[config.mk]
export PLATFORM = sky130hd
export DESIGN_NAME = dice_roller
export DESIGN_NICKNAME = d
export VERILOG_FILES = /design/src/rtl/dice_roller.sv
export SDC_FILE = /design/constraint.sdc
export NUM_CORES = 1
export LEC_CHECK = 0
export CORE_ASPECT_RATIO = 0.5
export CORE_MARGIN = 4
export CORE_UTILIZATION = 56
export DETAILED_ROUTE_END_ITERATION = 16
export GPL_ROUTABILITY_DRIVEN = 0
export PLACE_DENSITY = 0.77
export SYNTH_ARGS = -nofsm -noshare
export SYNTH_HDL_FRONTEND = slang
export SYNTH_SLANG_ARGS = --single-unit
[constraint.sdc]
create_clock -name clk -period 3.2 [get_ports clk]
set_input_delay 0.8 -clock clk [delete_from_list [all_inputs] [get_ports clk]]
set_output_delay 0.8 -clock clk [all_outputs]
set_load 0.005 [all_outputs]
[src/rtl/dice_roller.sv]
// dice_roller: debounced roll button, free-running 8-bit LFSR and timed roll
// animation producing a 3-bit face value (0 = blank, 1-6 = face).
// Optional feature macro DICE_ANIM_EN: when defined, every intermediate face is
// shown during a roll; when undefined, val stays blank until the final face lands.
module dice_roller #(
    parameter int unsigned DEBOUNCE_CYCLES = 1000000,
    parameter int unsigned ROLL_TICK       = 5000000,
    parameter int unsigned ROLL_STEPS      = 20
) (
    input  logic       clk,
    input  logic       rst,
    input  logic       btn,
    output logic [2:0] val,
    output logic       rolling,
    output logic       done
);

    localparam int unsigned DbW   = $clog2(DEBOUNCE_CYCLES + 1);
    localparam int unsigned TickW = $clog2(ROLL_TICK + 1);
    localparam int unsigned StepW = $clog2(ROLL_STEPS + 1);

    typedef enum logic [1:0] {StIdle, StRoll, StShow} state_e;

    logic             sync1_q, sync2_q;
    logic [DbW-1:0]   db_cnt_q;
    logic             db_lvl_q;
    logic             press_q;
    logic [7:0]       lfsr_q, lfsr_d;
    logic [2:0]       cand;
    logic [2:0]       next_face;
    state_e           state_q;
    logic [TickW-1:0] tick_q;
    logic [StepW-1:0] step_q;
    logic [2:0]       face_q;
    logic [2:0]       val_q;
    logic             rolling_q;
    logic             done_q;

    // Two-flop synchronizer for the asynchronous button
    always_ff @(posedge clk) begin
        if (rst) begin
            sync1_q <= 1'b0;
            sync2_q <= 1'b0;
        end else begin
            sync1_q <= btn;
            sync2_q <= sync1_q;
        end
    end

    // Debouncer: accept a new level after DEBOUNCE_CYCLES consecutive differing
    // samples; press_q pulses for one cycle on an accepted 0->1 change
    always_ff @(posedge clk) begin
        if (rst) begin
            db_cnt_q <= '0;
            db_lvl_q <= 1'b0;
            press_q  <= 1'b0;
        end else begin
            press_q <= 1'b0;
            if (sync2_q != db_lvl_q) begin
                if (db_cnt_q == DbW'(DEBOUNCE_CYCLES - 1)) begin
                    db_lvl_q <= sync2_q;
                    db_cnt_q <= '0;
                    press_q  <= sync2_q;
                end else begin
                    db_cnt_q <= db_cnt_q + 1'b1;
                end
            end else begin
                db_cnt_q <= '0;
            end
        end
    end

    // LFSR next state and candidate face (x^8+x^6+x^5+x^4+1, shift left)
    always_comb begin
        lfsr_d = {lfsr_q[6:0], lfsr_q[7] ^ lfsr_q[5] ^ lfsr_q[4] ^ lfsr_q[3]};
        cand   = 3'(lfsr_q % 8'd6) + 3'd1;
        // Bump a repeated face so every step visibly changes
        if (cand == face_q) begin
            next_face = (cand == 3'd6) ? 3'd1 : cand + 3'd1;
        end else begin
            next_face = cand;
        end
    end

    // LFSR runs every cycle so press timing picks the result
    always_ff @(posedge clk) begin
        if (rst) begin
            lfsr_q <= 8'hA5;
        end else begin
            lfsr_q <= lfsr_d;
        end
    end

    // Roll FSM with tick/step counters and registered outputs
    always_ff @(posedge clk) begin
        if (rst) begin
            state_q   <= StIdle;
            tick_q    <= '0;
            step_q    <= '0;
            face_q    <= 3'd0;
            val_q     <= 3'd0;
            rolling_q <= 1'b0;
            done_q    <= 1'b0;
        end else begin
            done_q <= 1'b0;
            case (state_q)
                StIdle, StShow: begin
                    if (press_q) begin
                        state_q   <= StRoll;
                        tick_q    <= '0;
                        step_q    <= '0;
                        rolling_q <= 1'b1;
`ifndef DICE_ANIM_EN
                        val_q     <= 3'd0;
`endif
                    end
                end
                StRoll: begin
                    if (tick_q == TickW'(ROLL_TICK - 1)) begin
                        tick_q <= '0;
                        step_q <= step_q + 1'b1;
                        // face_q tracks the animation in both builds so the
                        // repeat-bump, and thus the final face, never differs
                        face_q <= next_face;
`ifdef DICE_ANIM_EN
                        val_q  <= next_face;
`endif
                        if (step_q == StepW'(ROLL_STEPS - 1)) begin
                            state_q   <= StShow;
                            rolling_q <= 1'b0;
                            done_q    <= 1'b1;
                            val_q     <= next_face;
                        end
                    end else begin
                        tick_q <= tick_q + 1'b1;
                    end
                end
                default: begin
                    state_q <= StIdle;
                end
            endcase
        end
    end

    assign val     = val_q;
    assign rolling = rolling_q;
    assign done    = done_q;

endmodule

==> Yosys cells after proc, flatten, opt, wreduce, memory -nomap -nowiden <==
Index checks and enable logic that the tools add are counted.
{ "op_classes": {"eq_ne": 11, "add_sub_neg": 5, "bitwise_logic": 7, "n_reduce_logical": 12, "div": 1, "muxes": 21} }
{ "ops": {"columns": ["cell", "n"], "rows": [
  ["2-to-1 mux 23 bit", 2],
  ["case mux 23 bit (2 select lines)", 1],
  ["adder 23 x 1 -> 23 bit (second input constant)", 1],
  ["== test 23 bit (second input constant)", 1],
  ["adder 20 x 1 -> 20 bit (second input constant)", 1],
  ["== test 20 bit (second input constant)", 1],
  ["2-to-1 mux 3 bit", 5],
  ["2-to-1 mux 5 bit", 2],
  ["case mux 5 bit (2 select lines)", 1],
  ["OR reduction 3 bit", 3],
  ["modulo 8 x 3 -> 8 bit (second input constant)", 1],
  ["adder 3 x 1 -> 3 bit (second input constant)", 2],
  ["2-to-1 mux 2 bit", 3],
  ["inequality test 2 bit (second input constant)", 3],
  ["case mux 3 bit (2 select lines)", 1],
  ["AND reduction 2 bit", 3],
  ["AND reduction 3 bit", 2],
  ["adder 5 x 1 -> 5 bit (second input constant)", 1],
  ["== test 5 bit (second input constant)", 1],
  ["2-to-1 mux 1 bit", 4],
  ["NOT 1 bit", 4],
  ["case mux 2 bit (2 select lines)", 1],
  ["AND reduction 4 bit", 1],
  ["== test 3 bit", 1],
  ["9 further kinds", 11]
]} }
{ "word_totals": {"out_inout_bits": 5, "regBits": 70, "wordCells": 70, "input_bits": 3} }

==> Depth between registers and ports, before layout <==
Gate-level depths: netlist of the first run.
{ "logic_depth": {"ltp_word": 8, "ltp_mapped": 14, "ltp_nobuf": 13} }

==> Least setup slack after synthesis of the first run <==
OpenSTA, ideal clock, no wires.
{ "synth_path": {"kind": "register to register", "start": "register lfsr_q[6]", "end": "register face_q[1]", "arrival_ps": 3320, "slack_ps": -264, "setup_ps": 145, "synth_period_minus_slack_ps": 3464, "path_stages_with_launch": 15, "n_path_buf": 1, "t_required_ps": 3055, "cell_sequence": "dfxtp_1 buf_2 or3b_2 a21oi_1 nor3_1 nand2_1 mux2i_1 mux2_2 ha_1 or3_1 a2111o_1 and4_1 nand3_1 mux2i_1 a311oi_1"} }
{ "synth_via": {"elab_chain_len": 5, "elab_cells_between_ends": 7, "classes_between": "add/sub: 2; div: 1; eq/ne: 2; mux: 2"} }
{ "synth_rtl": {"columns": ["element", "line", "text"], "rows": [
  ["start, declared", "28", "logic [7:0] lfsr_q, lfsr_d;"],
  ["start signal, assigned", "90", "lfsr_q <= lfsr_d;"],
  ["modulo 8 x 3 -> 8 bit *", "76", "cand = 3'(lfsr_q % 8'd6) + 3'd1;"],
  ["adder 3 x 1 -> 3 bit *", "76", null],
  ["adder 3 x 1 -> 3 bit or == test 3 bit (tied branches)", "79", "next_face = (cand == 3'd6) ? 3'd1 : cand + 3'd1;"],
  ["2-to-1 mux 3 bit", "79", null],
  ["2-to-1 mux 3 bit *", "78", "if (cand == face_q) begin"],
  ["end signal, assigned", "124", "face_q <= next_face;"],
  ["end, declared", "34", "logic [2:0] face_q;"]
]} }
Every way passes the cells marked *; elsewhere a longest branch is shown, timed or not.
A chain may end at the register's enable or synchronous reset.

==> Worst setup path after layout of the first run <==
{ "layout_path": {"start": "register lfsr_q[5]", "end": "register face_q[1]"} }
Same word-level chain as after synthesis.

==> reports/qor.yml, run 1 <==
synth_compound_area_frac: 0.123
antenna_found_initial: 0
worstMarginPinSlew_ns: 0.649
synth_area_leaders: "dfxtp_1 40%, xor2_1 6.0%, nor2_1 5.8%, nand2_1 3.6%, nand3_1 3.0%"
wl_per_cell_um: 13.8
final_common_cell: "dfxtp_1"
cts_sinks: 70
dp.cells: 509
ios: 8
path_delay_family: "simple AND/OR/NAND/NOR gates"
min_path_type: "flip-flop to flip-flop"
final_cells: 525
synth-seq-area-share: 0.398
synth-seq-cells: 70
first_global_vias: 2935
slowest_stage: "or3b_4"
cts-root-buf: "clkbuf_16"
vias: 3064
relSlewSlack: 0.567
failed_checks: "setup timing"
p_leak_nw: 1.50
remaining_drc_errors: 0
synthMuxAreaShare: 0.0206
wl_um: 7270
clkTransAtPathRegs_ns: 0.06
total_power_w: 0.00227
clk_path_buf_depth: 2
dp_slack_ns: -0.117
netlist.area_leader.share: 0.398
grt_pass1_wl_um: 12500
hpwl_um: 5030
grt.total_usage: 0.200
first_iter_violations: 208
peakVddDrop_mv: 0.288
slew_viol_final: 0
synth_top_family_by_area: "simple AND/OR/NAND/NOR gates"
post-route-period-util: 1.00
setup_viol: 1
diodes: 0
hold_violations: 0
cts_tree: "yes"
area_growth_pct: 18.7
slowest_delay_ns: 0.42
drtAntennaViolNets: 0
crit_chain: "or3b_4 -> nand3_2 -> o211a_1 -> mux2i_1 -> mux2_4 -> ha_4 -> or3_1 -> a2111o_1 -> and4_4 -> and3_4 -> o211ai_1 -> a311oi_1"
num_rows: 20
ctsHoldBuffers: 0
synth_top_cell_by_area: "dfxtp_1"
numPortBuffers: 7
detail_route.first_pass.iterations: 4
drive_above_1_share: 0.146
min_delay_path_depth: 1
syn_inst: 417
dieWidth_um: 120
initial_core_util: 0.578
reg2regPathDepth: 12
worstSetupPathType: "flip-flop to flip-flop"
cp-start-kind: "flip-flop"
tns_ns: -0.0133
synthFlopType: "dfxtp_1"
critPathArrivalTime_ns: 3.40
setup_ws_ns: -0.0133
numCtsBuffers: 9
die-area_um2: 7690
synthSimpleGateAreaFrac: 0.311
cp.required_ns: 3.38
rsz0062_at_grt: "true"
finalNetCount: 442
syn-num-nets: 427
synthXorXnorAreaFrac: 0.0896
status: "complete, but fails checks"
avgSynthCellArea_um2: 8.43
via_per_inst: 5.84
clock-skew-final_ns: 0.00731
hold_slack_ns: 0.455
yosysWarnings: 0
synthArstFlopShare: 0
path_max_fanout: 7
syn_area_um2: 3520
insertion_delay_ns: 0.33
die_y_um: 64.0
htree_num_levels: 3
yosysUniqueCellTypes: 59
cp_num_buf_inv: 0
period_needed_ns: 3.21
synth-edff-count: 0
core_region_area_um2: 6080
powerDensity_nw_per_um2: 542
synth_adder_area_share: 0.0249
mostFrequentLayoutCells: "66 x dfxtp_1, 54 x nor2_1, 34 x nand2_1, 23 x xor2_1, 19 x nand3_1"
grt_max_degree: 21
maxCapViolations: 0
cp-end-kind: "flip-flop"
grt_overflow: 0
cp.depth: 12
max_freq_mhz: 311
postCtsSetupBuffers: 0
final cells by class:
type	instances	area [µm²]
clock buffers	13	280
well taps	88	110
multi-input cells	320	2110
repair buffers	22	186
fillers	479	1900
inverters	9	33.8
flip-flops and latches	70	1420
clock inverters	3	40.0
per-layer routing:
layer | global-route usage | share of wire | vias to the layer above
met5 | 0 | 0 | -
met1 | 0.224 | 0.45 | 1465
li1 | - | - | 1519
met3 | 0.0645 | 0.038 | 19
met4 | 0.0870 | 0.019 | 0
met2 | 0.350 | 0.49 | 61
stage by stage:
step,util,cell area (µm²)
5_1_grt,0.687,4180
3_3_place_gp,0.620,3770
6_report,0.687,4180
4_1_cts,0.674,4100
2_1_floorplan,-,3560
3_5_place_dp,0.620,3770
cells by family (layout without fill, tap and decap cells):
logic type               Yosys count  count (layout)
XOR/XNOR                          36              36
AND/OR/NAND/NOR                  204             204
buffers and inverters             27              47
AO/OA/AOI/OAI                     66              66
multiplexers                       7               7
adder cells (fa/ha/maj)            7               7
flip-flops                        70              70
cells in the mapped netlist (all sizes together) (3+ instances only):
cell and n:
dfxtp 70, nor2 54, nand2 34, xor2 24, a21oi 21, nand3 21, o21ai 15, or3 12
xnor2 12, clkbuf 11, and3 10, nand4 10, nor3 10, inv 9, nor2b 8, a31oi 7
buf 7, ha 7, nand3b 6, nor3b 6, mux2i 5, nand2b 5, nor4 5, or4b 4
a311oi 3, and2 3, and4 3, or2 3, or3b 3
registers in the layout (all words and copies together) (netlist names):
| signal | count |
|---|---|
| rolling | 1 |
| step_q | 5 |
| sync2_q | 1 |
| db_cnt_q | 20 |
| face_q | 3 |
| lfsr_q | 8 |
| sync1_q | 1 |
| press_q | 1 |
| db_lvl_q | 1 |
| done | 1 |
| tick_q | 23 |
| val | 3 |
| state_q | 2 |
what timing repair did:
action / in CTS / in global routing
pin swaps: 1 / 6
endpoints found under the setup margin: 6 / 6
resized for setup: 5 / 17
power breakdown:
| group | switching (W) | leakage [nW] | internal (W) |
|---|---|---|---|
| Clock | 0.000348 | 0.162 | 0.000685 |
| Combinational | 0.000164 | 0.767 | 0.000156 |
| Sequential | 0.0000267 | 0.569 | 0.000885 |
final timing paths:
kind / from / to / slack (ns)
setup / recovery: lfsr_q[5] / face_q[1] / -0.01
hold / removal: db_cnt_q[0] / db_cnt_q[0] / 0.46
setup reg to reg: lfsr_q[5] / face_q[1] / -0.01
hold reg to reg: db_cnt_q[0] / db_cnt_q[0] / 0.46
Note: power is estimated with default switching activity, not from simulation.
==> inputs of run 2 (changes only) <==
--- a/config.mk
+++ b/config.mk
@@ -7,10 +7,10 @@
 export LEC_CHECK = 0
 export CORE_ASPECT_RATIO = 0.5
 export CORE_MARGIN = 4
-export CORE_UTILIZATION = 56
+export CORE_UTILIZATION = 61
 export DETAILED_ROUTE_END_ITERATION = 16
 export GPL_ROUTABILITY_DRIVEN = 0
-export PLACE_DENSITY = 0.77
+export PLACE_DENSITY = 0.8
 export SYNTH_ARGS = -nofsm -noshare
 export SYNTH_HDL_FRONTEND = slang
 export SYNTH_SLANG_ARGS = --single-unit
==> constraint.sdc (replaced) <==
create_clock -name clk -period 3.4 [get_ports clk]
set_input_delay 0.85 -clock clk [delete_from_list [all_inputs] [get_ports clk]]
set_output_delay 0.85 -clock clk [all_outputs]
set_load 0.005 [all_outputs]
==> run 2 against run 1 <==
Compared with the run above: the flow now finishes without violations; sequential power fell by 6.0%; combinational power fell by 9.4%; critical path depth rose by 1; critical path type unchanged; largest power group is now registers.
==> reports/qor.yml, run 2 (synthesis results as in run 1) <==
worstSetupPathType: "flip-flop to flip-flop"
detail_route.first_pass.iterations: 4
hold_violations: 0
setup_viol: 0
ios: 8
dieWidth_um: 115
cp-start-kind: "flip-flop"
cp-end-kind: "flip-flop"
diodes: 0
core_region_area_um2: 5540
p_sw_w: 0.000518
seqPwrFrac: 0.436
antenna_found_initial: 0
setup_ws_ns: 0.0746
p_comb_frac: 0.147
final_cell_area_um2: 4060
drive_above_1_share: 0.140
cts_sinks: 70
worstMarginPinSlew_ns: 0.639
numCtsBuffers: 9
area_growth_pct: 15.3
htree_num_levels: 3
fillers: 412
slew_viol_final: 0
clk_path_buf_depth: 2
reg.largest.list: "tick_q x23, db_cnt_q x20, lfsr_q x8"
dp_slack_ns: -0.0644
drtAntennaViolNets: 0
cts-root-buf: "clkbuf_16"
p_leak_nw: 1.47
peakVddDrop_mv: 0.449
first_global_vias: 2938
path_max_fanout: 8
clockPowerShare: 0.417
die_y_um: 61.7
initial_core_util: 0.635
maxCapViolations: 0
remaining_drc_errors: 0
max_freq_mhz: 301
finalNetCount: 443
largest_reg_flops: 23
placed_area_um2: 3700
grt_overflow: 0
grt_max_degree: 25
critPathArrivalTime_ns: 3.61
p_int_w: 0.00145
die-area_um2: 7120
swShare: 0.264
final_common_cell: "dfxtp_1"
grt.total_usage: 0.232
period_needed_ns: 3.33
insertion_delay_ns: 0.34
clock-skew-final_ns: 0.00598
status: "completed"
wl_per_cell_um: 15.5
grt_pass1_wl_um: 13000
clkTransAtPathRegs_ns: 0.05
wl_um: 7900
numPortBuffers: 7
powerDensity_nw_per_um2: 485
vias: 3083
min_path_type: "flip-flop to flip-flop"
mostFrequentLayoutCells: "67 x dfxtp_1, 54 x nor2_1, 33 x nand2_1, 22 x xor2_1, 20 x nand3_1"
post-route-period-util: 0.978
first_iter_violations: 262
relSlewSlack: 0.570
num_rows: 19
hpwl_um: 5040
via_per_inst: 6.05
cp.required_ns: 3.68
ctsHoldBuffers: 0
cts_tree: "yes"
regMostFlops: "tick_q"
[run 2: changes by cell type in the layout (fill, tap and decap cells not counted), moves of 2 or more]
| cell | before | now |
|---|---|---|
| xor2_2 | 0 | 2 |
| a21oi_4 | 2 | 0 |
| dfxtp_4 | 4 | 2 |
| clkinv_2 | 2 | 4 |
| buf_4 | 14 | 16 |
| o21ai_0 | 13 | 15 |
| clkbuf_8 | 4 | 0 |
| o21ai_1 | 2 | 0 |
[run 2: final cells by class]
cell class	instances	area [µm²]	share of cell area
Clock buffer	10	229	0.0565
Clock inverter	5	27.5	0.00679
Inverter	9	33.8	0.00833
Multi-Input combinational cell	320	2070	0.511
Sequential cell	70	1410	0.348
Tap cell	73	91.3	0.0225
Timing Repair Buffer	23	190	0.0469
[run 2: path summary, 6_finish.rpt]
kind | startpoint | cells after the start | end | slack [ns]
setup reg to reg | lfsr_q[4] | 13 | face_q[0] | 0.07
hold / removal | db_cnt_q[0] | 1 | db_cnt_q[0] | 0.46
hold reg to reg | db_cnt_q[0] | 1 | db_cnt_q[0] | 0.46
setup / recovery | lfsr_q[4] | 13 | face_q[0] | 0.07
[run 2: repair_timing]
action,CTS,global route
buffers inserted,1,3
endpoints found under the setup margin,6,6
pin swaps,0,5
resized for setup,5,13
[run 2: metal layers]
metal  global-route usage  routed length (µm)  share of wire
met5                    0                   0              0
met3               0.0783                 315          0.040
met2                0.408                3840           0.49
met4               0.0970                 162          0.021
met1                0.267                3590           0.45
[run 2: power groups by stage]
stage	Combinational [W]	Clock, W	Sequential (W)
final	0.000290	0.000819	0.000857
after global routing	0.000313	0.000877	0.000859
after CTS	0.000251	0.000836	0.000855
after detailed placement	0.000240	0	0.000872
after global placement	0.000227	0	0.000869
after floorplan	0.000184	0	0.000861
[run 2: worst max-delay path, cell delays in order, from the launching register on]
cell	delay, ns
dfxtp_2	0.36
xor2_2	0.20
buf_4	0.15
o2111ai_1	0.19
o211a_1	0.25
mux2i_1	0.10
mux2_4	0.32
ha_4	0.19
or3_1	0.32
a2111o_1	0.37
and4_4	0.21
and3_1	0.20
a21oi_1	0.22
a41o_1	0.20
[run 2: per-stage QoR]
step	utilization	hold slack, ns	total power [W]	std cells	TNS [ns]
after floorplan	-	0.414	0.00105	417	0
after global placement	0.667	0.437	0.00110	491	0
after detailed placement	0.667	0.434	0.00111	491	-0.148
after CTS	0.717	0.465	0.00194	507	0
after global routing	0.732	0.490	0.00205	510	-0.165
final	0.732	0.462	0.00197	510	0
